[src/rtl/lstm_seq_ctrl_pkg.sv]
// Shared definitions for the LSTM timestep sequencer: FSM state encodings,
// gate indices and timing helpers.
package lstm_seq_ctrl_pkg;

    typedef logic [3:0] state_t;

    localparam state_t S_IDLE     = 4'd0;
    localparam state_t S_CLR      = 4'd1;
    localparam state_t S_X_MAC    = 4'd2;
    localparam state_t S_H_MAC    = 4'd3;
    localparam state_t S_BIAS     = 4'd4;
    localparam state_t S_ACT_WAIT = 4'd5;
    localparam state_t S_GWR      = 4'd6;
    localparam state_t S_NET_C1   = 4'd7;
    localparam state_t S_NET_C2   = 4'd8;
    localparam state_t S_NET_H    = 4'd9;
    localparam state_t S_NWR      = 4'd10;
    localparam state_t S_STEP_END = 4'd11;
    localparam state_t S_DONE     = 4'd12;

    localparam logic [1:0] GATE_I = 2'd0;
    localparam logic [1:0] GATE_F = 2'd1;
    localparam logic [1:0] GATE_G = 2'd2;
    localparam logic [1:0] GATE_O = 2'd3;

    // Index width that never collapses to zero bits for tiny dimensions.
    function automatic int idx_w(input int n);
        return (n <= 2) ? 1 : $clog2(n);
    endfunction

    function automatic int gate_cyc(input int n_in, input int n_hid, input int act_lat);
        return n_in + n_hid + 3 + act_lat;
    endfunction

    function automatic int step_cyc(input int n_in, input int n_hid, input int act_lat);
        return n_hid * (4 * gate_cyc(n_in, n_hid, act_lat) + 4) + 1;
    endfunction

endpackage

[src/rtl/lstm_seq_ctrl_if.sv]
// Control bundle between the top-level launcher (master) and the sequencer
// (slave), carrying the gate/network/memory strobes and indices.
interface lstm_seq_ctrl_if #(
    parameter int N_IN  = 16,
    parameter int N_HID = 16,
    parameter int SW    = 8
);
    import lstm_seq_ctrl_pkg::*;

    localparam int EW = idx_w((N_IN > N_HID) ? N_IN : N_HID);
    localparam int UW = idx_w(N_HID);

    logic          chip_en;
    logic          start;
    logic [SW-1:0] num_steps;
    logic          busy;
    logic          done;
    logic          mux_mult_sel;
    logic          mux_acc_sel;
    logic          accum_rst_gate;
    logic [1:0]    gate_sel;
    logic [EW-1:0] elem_idx;
    logic [UW-1:0] unit_idx;
    logic [SW-1:0] step_idx;
    logic          gate_wr;
    logic          accum_rst_net;
    logic          mux_c_gate_sel;
    logic          mux_c_tanh_sel;
    logic          net_wr;
    logic          h_swap;

    modport master (
        output chip_en, start, num_steps,
        input  busy, done, mux_mult_sel, mux_acc_sel, accum_rst_gate, gate_sel,
               elem_idx, unit_idx, step_idx, gate_wr, accum_rst_net,
               mux_c_gate_sel, mux_c_tanh_sel, net_wr, h_swap
    );

    modport slave (
        input  chip_en, start, num_steps,
        output busy, done, mux_mult_sel, mux_acc_sel, accum_rst_gate, gate_sel,
               elem_idx, unit_idx, step_idx, gate_wr, accum_rst_net,
               mux_c_gate_sel, mux_c_tanh_sel, net_wr, h_swap
    );

endinterface

[src/rtl/lstm_seq_ctrl_tc_counter.sv]
// Wrapping up-counter with clear, load, enable and a programmable terminal
// count; tc flags the terminal value and the next enabled tick returns to 0.
module lstm_tc_counter #(
    parameter int W = 4
) (
    input  logic         clk,
    input  logic         rst,
    input  logic         clr,
    input  logic         load,
    input  logic         en,
    input  logic [W-1:0] load_val,
    input  logic [W-1:0] tc_val,
    output logic [W-1:0] q,
    output logic         tc
);

    assign tc = (q == tc_val);

    always_ff @(posedge clk or posedge rst) begin
        if (rst) begin
            q <= '0;
        end else if (clr) begin
            q <= '0;
        end else if (load) begin
            q <= load_val;
        end else if (en) begin
            q <= tc ? '0 : q + W'(1);
        end
    end

endmodule

[src/rtl/lstm_seq_ctrl.sv]
// LSTM multi-timestep sequencer: walks gates i/f/g/o per hidden unit through
// the shared MAC, then the c/h update, for num_steps timesteps.
module lstm_seq_ctrl
    import lstm_seq_ctrl_pkg::*;
#(
    parameter int N_IN    = 16,
    parameter int N_HID   = 16,
    parameter int ACT_LAT = 2,
    parameter int SW      = 8
) (
    input logic           clk,
    input logic           rst,
    lstm_seq_ctrl_if.slave bus
);

    localparam int EW = idx_w((N_IN > N_HID) ? N_IN : N_HID);
    localparam int UW = idx_w(N_HID);
    localparam int AW = idx_w(ACT_LAT);

    state_t        state, state_nxt;
    logic [SW-1:0] num_steps_q;
    logic          accept;

    logic [EW-1:0] elem_q, elem_tc_val;
    logic [AW-1:0] act_q;
    logic [1:0]    gate_q;
    logic [UW-1:0] unit_q;
    logic [SW-1:0] step_q;
    logic          elem_tc, act_tc, gate_tc, unit_tc, step_tc;

    assign accept      = bus.chip_en && (state == S_IDLE) && bus.start;
    assign elem_tc_val = (state == S_X_MAC) ? EW'(N_IN - 1) : EW'(N_HID - 1);

    // Counters wrap to zero on their terminal tick, so indices are already
    // back at 0 when the FSM leaves the phase that used them.
    lstm_tc_counter #(.W(EW)) u_elem (
        .clk(clk), .rst(rst), .clr(accept), .load(1'b0),
        .en(bus.chip_en && (state == S_X_MAC || state == S_H_MAC)),
        .load_val('0), .tc_val(elem_tc_val), .q(elem_q), .tc(elem_tc)
    );

    lstm_tc_counter #(.W(AW)) u_act (
        .clk(clk), .rst(rst), .clr(accept), .load(1'b0),
        .en(bus.chip_en && (state == S_ACT_WAIT)),
        .load_val('0), .tc_val(AW'(ACT_LAT - 1)), .q(act_q), .tc(act_tc)
    );

    lstm_tc_counter #(.W(2)) u_gate (
        .clk(clk), .rst(rst), .clr(accept), .load(1'b0),
        .en(bus.chip_en && (state == S_GWR)),
        .load_val('0), .tc_val(GATE_O), .q(gate_q), .tc(gate_tc)
    );

    lstm_tc_counter #(.W(UW)) u_unit (
        .clk(clk), .rst(rst), .clr(accept), .load(1'b0),
        .en(bus.chip_en && (state == S_NWR)),
        .load_val('0), .tc_val(UW'(N_HID - 1)), .q(unit_q), .tc(unit_tc)
    );

    lstm_tc_counter #(.W(SW)) u_step (
        .clk(clk), .rst(rst), .clr(accept), .load(1'b0),
        .en(bus.chip_en && (state == S_STEP_END) && !step_tc),
        .load_val('0), .tc_val(num_steps_q - SW'(1)), .q(step_q), .tc(step_tc)
    );

    always_comb begin
        state_nxt = state;
        case (state)
            S_IDLE:     if (bus.start) state_nxt = (bus.num_steps == '0) ? S_DONE : S_CLR;
            S_CLR:      state_nxt = S_X_MAC;
            S_X_MAC:    if (elem_tc) state_nxt = S_H_MAC;
            S_H_MAC:    if (elem_tc) state_nxt = S_BIAS;
            S_BIAS:     state_nxt = S_ACT_WAIT;
            S_ACT_WAIT: if (act_tc) state_nxt = S_GWR;
            S_GWR:      state_nxt = gate_tc ? S_NET_C1 : S_CLR;
            S_NET_C1:   state_nxt = S_NET_C2;
            S_NET_C2:   state_nxt = S_NET_H;
            S_NET_H:    state_nxt = S_NWR;
            S_NWR:      state_nxt = unit_tc ? S_STEP_END : S_CLR;
            S_STEP_END: state_nxt = step_tc ? S_DONE : S_CLR;
            S_DONE:     state_nxt = S_IDLE;
            default:    state_nxt = S_IDLE;
        endcase
    end

    // Strobes are decoded from the next state so they line up with the state register.
    always_ff @(posedge clk or posedge rst) begin
        if (rst) begin
            state              <= S_IDLE;
            num_steps_q        <= '0;
            bus.busy           <= 1'b0;
            bus.done           <= 1'b0;
            bus.mux_mult_sel   <= 1'b0;
            bus.mux_acc_sel    <= 1'b0;
            bus.accum_rst_gate <= 1'b0;
            bus.gate_wr        <= 1'b0;
            bus.accum_rst_net  <= 1'b0;
            bus.mux_c_gate_sel <= 1'b0;
            bus.mux_c_tanh_sel <= 1'b0;
            bus.net_wr         <= 1'b0;
            bus.h_swap         <= 1'b0;
        end else if (bus.chip_en) begin
            state <= state_nxt;
            if (accept) num_steps_q <= bus.num_steps;
            bus.busy           <= (state_nxt != S_IDLE);
            bus.done           <= (state_nxt == S_DONE);
            bus.mux_mult_sel   <= (state_nxt == S_H_MAC);
            bus.mux_acc_sel    <= (state_nxt == S_BIAS);
            bus.accum_rst_gate <= (state_nxt == S_CLR);
            bus.gate_wr        <= (state_nxt == S_GWR);
            bus.accum_rst_net  <= (state_nxt == S_NET_C1);
            bus.mux_c_gate_sel <= (state_nxt == S_NET_C2);
            bus.mux_c_tanh_sel <= (state_nxt == S_NET_H);
            bus.net_wr         <= (state_nxt == S_NWR);
            bus.h_swap         <= (state_nxt == S_STEP_END);
        end
    end

    assign bus.elem_idx = elem_q;
    assign bus.gate_sel = gate_q;
    assign bus.unit_idx = unit_q;
    assign bus.step_idx = step_q;

endmodule

[src/flat_wrapper.sv]
// flat-port wrapper written by rule: the top's interface ports become plain ports
module lstm_seq_ctrl_flat import lstm_seq_ctrl_pkg::*;
#(
    parameter int N_IN    = 16,
    parameter int N_HID   = 16,
    parameter int ACT_LAT = 2,
    parameter int SW      = 8
)
  (clk, rst, bus_chip_en, bus_start, bus_num_steps, bus_busy, bus_done, bus_mux_mult_sel, bus_mux_acc_sel, bus_accum_rst_gate, bus_gate_sel, bus_elem_idx, bus_unit_idx, bus_step_idx, bus_gate_wr, bus_accum_rst_net, bus_mux_c_gate_sel, bus_mux_c_tanh_sel, bus_net_wr, bus_h_swap);
  lstm_seq_ctrl_if #(.N_IN(N_IN), .N_HID(N_HID), .SW(SW)) bus_i ();
  input logic clk;
  input logic rst;
  input wire logic [$bits(bus_i.chip_en)-1:0] bus_chip_en;
  input wire logic [$bits(bus_i.start)-1:0] bus_start;
  input wire logic [$bits(bus_i.num_steps)-1:0] bus_num_steps;
  output wire logic [$bits(bus_i.busy)-1:0] bus_busy;
  output wire logic [$bits(bus_i.done)-1:0] bus_done;
  output wire logic [$bits(bus_i.mux_mult_sel)-1:0] bus_mux_mult_sel;
  output wire logic [$bits(bus_i.mux_acc_sel)-1:0] bus_mux_acc_sel;
  output wire logic [$bits(bus_i.accum_rst_gate)-1:0] bus_accum_rst_gate;
  output wire logic [$bits(bus_i.gate_sel)-1:0] bus_gate_sel;
  output wire logic [$bits(bus_i.elem_idx)-1:0] bus_elem_idx;
  output wire logic [$bits(bus_i.unit_idx)-1:0] bus_unit_idx;
  output wire logic [$bits(bus_i.step_idx)-1:0] bus_step_idx;
  output wire logic [$bits(bus_i.gate_wr)-1:0] bus_gate_wr;
  output wire logic [$bits(bus_i.accum_rst_net)-1:0] bus_accum_rst_net;
  output wire logic [$bits(bus_i.mux_c_gate_sel)-1:0] bus_mux_c_gate_sel;
  output wire logic [$bits(bus_i.mux_c_tanh_sel)-1:0] bus_mux_c_tanh_sel;
  output wire logic [$bits(bus_i.net_wr)-1:0] bus_net_wr;
  output wire logic [$bits(bus_i.h_swap)-1:0] bus_h_swap;
  assign bus_i.chip_en = bus_chip_en;
  assign bus_i.start = bus_start;
  assign bus_i.num_steps = bus_num_steps;
  assign bus_busy = bus_i.busy;
  assign bus_done = bus_i.done;
  assign bus_mux_mult_sel = bus_i.mux_mult_sel;
  assign bus_mux_acc_sel = bus_i.mux_acc_sel;
  assign bus_accum_rst_gate = bus_i.accum_rst_gate;
  assign bus_gate_sel = bus_i.gate_sel;
  assign bus_elem_idx = bus_i.elem_idx;
  assign bus_unit_idx = bus_i.unit_idx;
  assign bus_step_idx = bus_i.step_idx;
  assign bus_gate_wr = bus_i.gate_wr;
  assign bus_accum_rst_net = bus_i.accum_rst_net;
  assign bus_mux_c_gate_sel = bus_i.mux_c_gate_sel;
  assign bus_mux_c_tanh_sel = bus_i.mux_c_tanh_sel;
  assign bus_net_wr = bus_i.net_wr;
  assign bus_h_swap = bus_i.h_swap;
  lstm_seq_ctrl #(.N_IN(N_IN), .N_HID(N_HID), .ACT_LAT(ACT_LAT), .SW(SW)) u_core (.clk(clk), .rst(rst), .bus(bus_i));
endmodule
[config.mk]
export PLATFORM = sky130hd
export DESIGN_NAME = lstm_seq_ctrl_flat
export DESIGN_NICKNAME = d
export VERILOG_FILES = /design/src/rtl/lstm_seq_ctrl_pkg.sv /design/src/rtl/lstm_seq_ctrl_if.sv /design/src/rtl/lstm_seq_ctrl_tc_counter.sv /design/src/rtl/lstm_seq_ctrl.sv /design/src/flat_wrapper.sv
export SDC_FILE = /design/constraint.sdc
export NUM_CORES = 1
export LEC_CHECK = 0
export ABC_AREA = 1
export CAP_MARGIN = 30
export CORE_MARGIN = 2
export CORE_UTILIZATION = 54
export CTS_CLUSTER_SIZE = 8
export DETAILED_ROUTE_END_ITERATION = 8
export PLACE_DENSITY = 0.8
export SLEW_MARGIN = 20
export SYNTH_ARGS = -nofsm -noshare
export SYNTH_HDL_FRONTEND = slang
export SYNTH_SLANG_ARGS = --single-unit
[constraint.sdc]
create_clock -name clk -period 2.6 [get_ports clk]
set_clock_uncertainty 0.2 [all_clocks]
set_input_delay 0.52 -clock clk [delete_from_list [all_inputs] [get_ports clk]]
set_output_delay 0.52 -clock clk [all_outputs]
set_load 0.02 [all_outputs]
== Yosys cells after proc, flatten, opt, wreduce, memory -nomap -nowiden ==
Index checks and enable logic that the tools add are counted.

* Register bits: 42
* Bits of input ports: 12
* Output and inout bits: 29
* Word-level logic and storage cells: 92

* Add/subtract/negate cells: 6
* Equality and inequality tests: 25
* Mux-type cells: 24
* Reduce and logical (&&, ||, !) cells: 19

{| class="wikitable"
|+ Operators with widths
! operator !! number
|-
| 2-to-1 mux 4 bit || 13
|-
| case mux 4 bit (12 select lines) || 1
|-
| equality test 4 bit, second input constant || 11
|-
| equality test 4 x 3 -> 1 bit, second input constant || 7
|-
| 2-to-1 mux 8 bit || 3
|-
| equality test 4 x 2 -> 1 bit, second input constant || 3
|-
| nonzero test 2 bit || 5
|-
| adder 4 x 1 -> 4 bit, second input constant || 2
|-
| adder 8 x 1 -> 8 bit, second input constant || 1
|-
| equality test 4 x 1 -> 1 bit, second input constant || 2
|-
| equality test 8 bit || 1
|-
| logical AND 1 bit || 8
|-
| logical NOT 8 bit || 1
|-
| subtractor 8 x 1 -> 8 bit, second input constant || 1
|-
| 2-to-1 mux 2 bit || 3
|-
| logical NOT 4 bit || 1
|-
| nonzero test 4 bit || 1
|-
| 2-to-1 mux 1 bit || 3
|-
| 2-to-1 mux 3 bit || 1
|-
| adder 2 x 1 -> 2 bit, second input constant || 1
|-
| equality test 2 bit, second input constant || 1
|-
| AND reduction 2 bit || 1
|-
| adder 1 bit, second input constant || 1
|-
| logical NOT 1 bit || 1
|-
| logical OR 1 bit || 1
|}

== Longest topological paths before layout ==
Gate-level depths: netlist of the first run.

* Word-level depth: 6
* Gate-level depth with buffers: 15
* Gate-level depth less buffers: 15

== Hierarchy ==
A second synthesis of the first run with hierarchy kept.

* Cells, all modules: 505
* Area total of the unflattened synthesis: 3,066.7 um2

{| class="wikitable"
|+ By module, submodules not included
! module !! times used !! cells an instance !! area an instance (um2) !! seq. area each (um2)
|-
| lstm_seq_ctrl || 1 || 185 || 1,301.2 || 575.6
|-
| lstm_tc_counter (u_core.u_step) || 1 || 135 || 763.2 || 200.2
|-
| lstm_tc_counter (u_core.u_elem ...) || 2 || 69 || 372.9 || 100.1
|-
| lstm_tc_counter (u_core.u_gate) || 1 || 36 || 181.4 || 50.0
|-
| lstm_tc_counter (u_core.u_act) || 1 || 11 || 75.1 || 25.0
|}

== Least setup slack after synthesis of the first run ==
No wires, ideal clock.

* Path kind: register to register
* Start: register u_core.num_steps_q[0]
* End: register u_core.bus.busy
* Library setup time: 0.117 ns
* Data arrival time: 1.602 ns
* Required time: 2.283 ns
* Path slack: 0.680 ns
* Stages on the path, launching flop included: 15
* Path buffers: 0
* Clock period less this slack: 1.920 ns
* Cells stage by stage: dfrtp_1 inv_2 ha_1 nand2_1 inv_1 nor2_1 nand2_1 nor2_2 nand3_2 nor2_4 nand2_4 nand2_1 nand3_1 nor2_1 nor2_1

* Longest elaborated chain between the ends: 5

{| class="wikitable"
|+ RTL lines
! element !! line !! source
|-
| start, declared || lstm_seq_ctrl.sv:21 || <nowiki>logic [SW-1:0] num_steps_q;</nowiki>
|-
| start signal, assigned || lstm_seq_ctrl.sv:104 || <nowiki>if (accept) num_steps_q <= bus.num_steps;</nowiki>
|-
| subtractor 8 x 1 -> 8 bit || lstm_seq_ctrl.sv:63 || <nowiki>.load_val('0), .tc_val(num_steps_q - SW'(1)), .q(step_q), .tc(step_tc)</nowiki>
|-
| equality test 8 bit || lstm_seq_ctrl_tc_counter.sv:17 || <nowiki>assign tc = (q == tc_val);</nowiki>
|-
| 2-to-1 mux 4 bit || lstm_seq_ctrl.sv:80 || <nowiki>S_STEP_END: state_nxt = step_tc ? S_DONE : S_CLR;</nowiki>
|-
| case mux 4 bit (12 select lines) || lstm_seq_ctrl.sv:68 || <nowiki>case (state)</nowiki>
|-
| nonzero test 4 bit || lstm_seq_ctrl.sv:105 || <nowiki>bus.busy <= (state_nxt != S_IDLE);</nowiki>
|-
| end signal, assigned || lstm_seq_ctrl.sv:105 ||
|-
| end, declared || lstm_seq_ctrl_if.sv:41 || <nowiki>output busy, done, mux_mult_sel, mux_acc_sel, accum_rst_gate, gate_sel,</nowiki>
|}

Every way passes these cells.
A chain may end at the register's enable or synchronous reset.

== Worst setup path after layout of the first run ==
* Start: register u_core.u_step.q[6]
* End: output bus_step_idx[6]

{| class="wikitable"
|+ RTL lines
! element !! line !! source
|-
| start, declared || lstm_seq_ctrl_tc_counter.sv:13 || <nowiki>output logic [W-1:0] q,</nowiki>
|-
| start signal, assigned || lstm_seq_ctrl_tc_counter.sv:25 || <nowiki>q <= load_val;</nowiki>
|-
| start signal, assigned || lstm_seq_ctrl_tc_counter.sv:27 || <nowiki>q <= tc ? '0 : q + W'(1);</nowiki>
|-
| end, declared || flat_wrapper.sv:24 || <nowiki>output wire logic [$bits(bus_i.step_idx)-1:0] bus_step_idx;</nowiki>
|}

No word-level cell between the ends.

==> flow_summary.ini, run 1 <==
[floorplan]
start_util_pct = 57.3
core_um2 = 4440
die_w_um = 72.7
io_pins = 41
die_height_um = 72.7
dieArea_um2 = 5290
rows = 24

[setup_path]
worst-path-stages = 1
rr_worst_depth = 14
worstSetupEndpointType = output pin
cp-startpoint = u_core.u_step.q[6]$_DFFE_PP0P_
crit_slowest_cell = clkdlybuf4s50_1
cp_data_arrival_time_ps = 1480
r2r_start = u_core.num_steps_q[0]$_DFFE_PP0P_
worst_r2r_endpoint = u_core.bus.accum_rst_gate$_DFFE_PP0P_
r2r_slack_ps = 440
path_cells = clkdlybuf4s50_1
worstSetupStartpointType = flip-flop
cp-endpoint = bus_step_idx[6]
cp_top_family = buffers and inverters
critical_path.max_stage_delay_ps = 670
crit_required_ps = 1880
critical_path_buf_inv_count = 1
crit_fanout = 7
crit_type = reg2out

[finish]
num_antenna_cells = 0
nFillCells = 398
drive_gt1_share_pct = 9.64
nets = 400
syn2layout_area_growth_pct = 20.9

[power_and_ir_drop]
powerDensity_nw_per_um2 = 1040
netSwitchingFraction_pct = 45.8
p_comb_share_pct = 51.1
p_clk_share_pct = 13.6
p_sw_uw = 1470
irDropWorstVdd_mv = 0.531
power_uw = 3220
seqPwrFrac_pct = 35.3
p_int_uw = 1740
p_leak_uw = 0.00148

[sta]
relSlewSlack_pct = 64.0
grt_setup_unrepaired = false
holdWs_ps = 289
finalCriticalPeriod_ps = 2200
setup_viol = 0
final-hold-violation-count = 0
finalCritPeriodShare_pct = 84.7
tightestPinTransition_ps = 540
setup_slack_ps = 399
final-max-slew-violation-count = 0
finalSetupTns_ps = 0
max_freq_mhz = 454

[placement]
dpl.hpwl_mm = 4.40
dpl_worst_slack_ps = 295
place.port_buffers = 40
globalplace.congestion = 0.901

[global_route]
grt_max_degree = 43
grt_pass1_vias = 2240
grt-ovfl-total = 0
grt_usage_pct = 24.2
grt_pass1_wl_mm = 9.98
antenna_found_initial = 0

[outcome]
status = finished, final reports clean

[drt]
wl_per_cell_um = 13.3
dr.first_iter.drc_count = 126
drc = 0
first_pass_iters = 4
vias_per_cell = 5.35
vias = 2333
drt-total-wl_mm = 5.81
antenna_left = 0

[clocking]
cts_setup_buffers = 0
cts_sinks = 42
clockRootBuffer = clkbuf_8
clkTransAtPathRegs_ps = 80
ctsHoldBuffers = 0
cts_resized = 0
max-clock-path-buffers = 2
cts_max_level = 2
cts_buffers = 5
clock_latency_ps = 300
cts_tree = built

[run]
cap_violations = 0

[synthesis]
synth-seq-area-share_pct = 41.2
yosysWarnings = 0
async_flop_share_pct = 100
syn_avg_cell_area_um2 = 7.47
synth.distinct_cells = 35
synthCells = 341
yosys.area.top_type = dfrtp_1
synth_edf_count = 0
synth_area_um2 = 2550
synth_top_cell_area_share_pct = 41.2
synth_ff_type = dfrtp_1
synthTopCellsByArea = dfrtp_1 41%, nand2_1 14%, nand3_1 5.5%, nor2_1 5.2%, o21ai_0 4.7%
synth_nets = 358
synth_seq_cells = 42

[min_path]
hp-class = reg2reg
[cell usage in the layout (no fill, tap or decap), types with 6 or more instances in the layout]
cell type,n
clkdlybuf4s50_1,40
nand3_1,28
inv_1,28
inv_2,6
nand2_1,96
nand4_1,10
dfrtp_1,42
o21ai_0,24
clkbuf_8,6
a21oi_1,12
xor2_1,6
nor2_1,35
[through the flow]
stage / util (%) / instance area, µm² / std cells
floorplan: - / 2550 / 341
global placement: 67.3 / 2990 / 428
detailed placement: 67.3 / 2990 / 428
CTS: 69.3 / 3080 / 436
global route: 69.3 / 3080 / 436
finish: 69.3 / 3080 / 436
[final cells by class]
class / count / area, µm² / area share [%]
well taps: 52 / 65.1 / 2.11
clock buffers: 7 / 86.3 / 2.80
repair buffers: 43 / 423 / 13.7
flip-flops and latches: 42 / 1050 / 34.1
multi-input cells: 256 / 1310 / 42.6
clock inverters: 1 / 5.00 / 0.162
inverters: 35 / 136 / 4.43
[cells in the mapped netlist (3+ instances only)]
| cell type | count |
|---|---|
| a21oi_1 | 12 |
| buf_2 | 5 |
| dfrtp_1 | 42 |
| ha_1 | 5 |
| inv_1 | 28 |
| inv_2 | 6 |
| nand2_1 | 96 |
| nand2_2 | 3 |
| nand2_4 | 5 |
| nand3_1 | 28 |
| nand4_1 | 10 |
| nor2_1 | 35 |
| nor2_2 | 4 |
| nor3_1 | 4 |
| o21ai_0 | 24 |
| o21ai_1 | 5 |
| xnor2_1 | 4 |
| xor2_1 | 6 |
[worst min path at each step]
| stage | start | endpoint | cells past startpoint |
|---|---|---|---|
| final | u_core.bus.mux_c_gate_sel$_DFFE_PP0P_ | u_core.bus.mux_c_gate_sel$_DFFE_PP0P_ | 2 |
| after global routing | u_core.bus.mux_c_tanh_sel$_DFFE_PP0P_ | u_core.bus.mux_c_tanh_sel$_DFFE_PP0P_ | 2 |
| after CTS | u_core.bus.mux_c_gate_sel$_DFFE_PP0P_ | u_core.bus.mux_c_gate_sel$_DFFE_PP0P_ | 2 |
| after detailed placement | u_core.bus.h_swap$_DFFE_PP0P_ | u_core.bus.h_swap$_DFFE_PP0P_ | 2 |
| after global placement | u_core.bus.mux_c_gate_sel$_DFFE_PP0P_ | u_core.bus.mux_c_gate_sel$_DFFE_PP0P_ | 2 |
| after floorplan | u_core.num_steps_q[7]$_DFFE_PP0P_ | u_core.num_steps_q[7]$_DFFE_PP0P_ | 2 |
[registers in the layout (all words and copies together), names as in the netlist, 2 cells and up]
name	count
u_core.u_gate.q	2
u_core.num_steps_q	8
u_core.u_step.q	8
u_core.u_unit.q	4
u_core.state	4
u_core.u_elem.q	4
[kinds of logic after synthesis]
logic type                 share of synthesized area, %
AOI/OAI and AO/OA                                  10.5
xor gates and xnor gates                           3.44
adders and majority gates                          2.45
buffers and inverters                              7.22
DFF                                                41.2
and+or+nand+nor                                    35.2
[power groups by stage]
stage / Clock, µW / Sequential, µW / Combinational, µW
2_1_floorplan: 0 / 1230 / 1030
3_3_place_gp: 0 / 1130 / 1600
3_5_place_dp: 0 / 1140 / 1640
4_1_cts: 453 / 1130 / 1650
5_1_grt: 470 / 1170 / 1850
6_report: 438 / 1140 / 1640
[routing by layer]
layer	vias to the layer above	routed length, µm	track usage [%]
met3	9	207	4.56
met1	1081	2580	30.4
met4	0	86	8.44
met2	53	2930	41.7
met5	-	0	0
li1	1190	-	-
(Power assumes the default switching activity.)
==> run 2, diff against run 1 <==
- clock period: 2.6 -> 2.2 ns (I/O delays scaled with it)
==> flow_summary.ini, run 2 (same netlist as run 1, synthesis figures left out) <==
[drt]
antenna_left = 0
vias = 2406
wl_per_cell_um = 13.3
vias_per_cell = 5.44
drt-total-wl_mm = 5.86
first_pass_iters = 4
dr.first_iter.drc_count = 169
drc = 0

[finish]
top_regs = u_core.num_steps_q x8, u_core.u_step.q x8
seqCellArea_um2 = 1050
nets = 406
multi_input_area_um2 = 1320
num_antenna_cells = 0
syn2layout_area_growth_pct = 23.0
final_cell_mix = 95 x nand2_1, 41 x dfrtp_1, 40 x clkdlybuf4s50_1
drive_gt1_share_pct = 12.3
fin_area_um2 = 3130
nFillCells = 401
final_common_cell = nand2_1

[placement]
globalplace.congestion = 0.917
place.port_buffers = 40
placed_cell_area_um2 = 3010
dpl.hpwl_mm = 4.45

[clocking]
ctsHoldBuffers = 0
cts_buffers = 5
cts_sinks = 42
clkTransAtPathRegs_ps = 100
max-clock-path-buffers = 2
clock_latency_ps = 310
cts_max_level = 2
clockRootBuffer = clkbuf_8
cts_tree = built

[global_route]
busiest_layer = met2
grt-ovfl-total = 0
grt_usage_pct = 24.2
grt_use_met2_pct = 43.3
grtUsageMet3_pct = 4.70
grt_max_degree = 43
antenna_found_initial = 0
grt_pass1_wl_mm = 10.0
grt_pass1_vias = 2308
use_met1_pct = 27.9

[setup_path]
critical_path.max_stage_delay_ps = 660
path_cells = clkdlybuf4s50_1
cp_top_family = buffers and inverters
rr_worst_depth = 15
worst_r2r_endpoint = u_core.u_step.q[1]$_DFFE_PP0P_
worst-path-stages = 1
r2r_start = u_core.num_steps_q[1]$_DFFE_PP0P_
cp_data_arrival_time_ps = 1470
cp-startpoint = u_core.u_step.q[5]$_DFFE_PP0P_
crit_slowest_cell = clkdlybuf4s50_1
critical_path_buf_inv_count = 1
worstSetupEndpointType = output pin
crit_type = reg2out
worstSetupStartpointType = flip-flop
crit_fanout = 6
r2r_slack_ps = 130
crit_required_ps = 1560

[sta]
tightestPinTransition_ps = 516
finalCriticalPeriod_ps = 2110
finalCritPeriodShare_pct = 95.8
final-hold-violation-count = 0
relSlewSlack_pct = 65.6
finalSetupTns_ps = 0
final-max-slew-violation-count = 0
setup_viol = 0
grt_setup_unrepaired = true
max_freq_mhz = 475

[floorplan]
start_util_pct = 57.3
rows = 24
io_pins = 41
dieArea_um2 = 5290
die_height_um = 72.7
core_um2 = 4440
die_w_um = 72.7

[min_path]
min_to = u_core.bus.mux_c_gate_sel$_DFFE_PP0P_
min_from = u_core.bus.mux_c_gate_sel$_DFFE_PP0P_
hold_depth = 2
hp-class = reg2reg

[power_and_ir_drop]
p_leak_uw = 0.00150
powerDensity_nw_per_um2 = 1230
irDropWorstVdd_mv = 0.786

[outcome]
status = finished, final reports clean

[run]
cap_violations = 0
## run 2: how the worst max path moves through the flow
stage / endpoint / slack (ps)
finish: bus_step_idx[5] / 90
floorplan: u_core.bus.busy$_DFFE_PP0P_ / 280
global route: u_core.u_step.q[3]$_DFFE_PP0P_ / -20
CTS: bus_step_idx[6] / 40
global placement: u_core.bus.done$_DFFE_PP0P_ / 7
detailed placement: u_core.bus.done$_DFFE_PP0P_ / -20
## run 2: area by class of cell
type | count | share of cell area (%)
clock buffers | 5 | 2.20
clock inverters | 3 | 0.798
inverters | 35 | 4.35
multi-input cells | 256 | 42.1
flip-flops and latches | 42 | 33.6
well taps | 52 | 2.08
repair buffers | 49 | 14.9
## run 2: metrics by stage
stage | instances | power (µW) | setup WS, ps | hold slack [ps] | util (%)
global placement | 431 | 3240 | 6.81 | 266 | 67.8
CTS | 439 | 3830 | 42.3 | 292 | 69.9
finish | 442 | 3850 | 92.6 | 287 | 70.5
detailed placement | 431 | 3300 | -16.7 | 265 | 67.8
floorplan | 341 | 2670 | 280 | 302 | -
global route | 442 | 4170 | -16.2 | 306 | 70.5
## run 2: per-layer routing
layer  part of all wire (%)  vias up  wire, µm
li1                       -     1205         -
met1                     43     1124      2500
met2                     50       59      2960
met3                    3.9       18       227
met4                    3.0        0       174
met5                      0        -         0
## run 2: repair_timing
action,in CTS,in global routing
gates resized for setup,0,4
setup endpoints to repair,0,5
hold endpoints to repair,0,0
setup buffers,0,3
## run 2: report_power, final
part           switching (µW)  internal [µW]  total (µW)
sequential                311           1030        1340
clock                     293            229         523
combinational            1170            815        1990
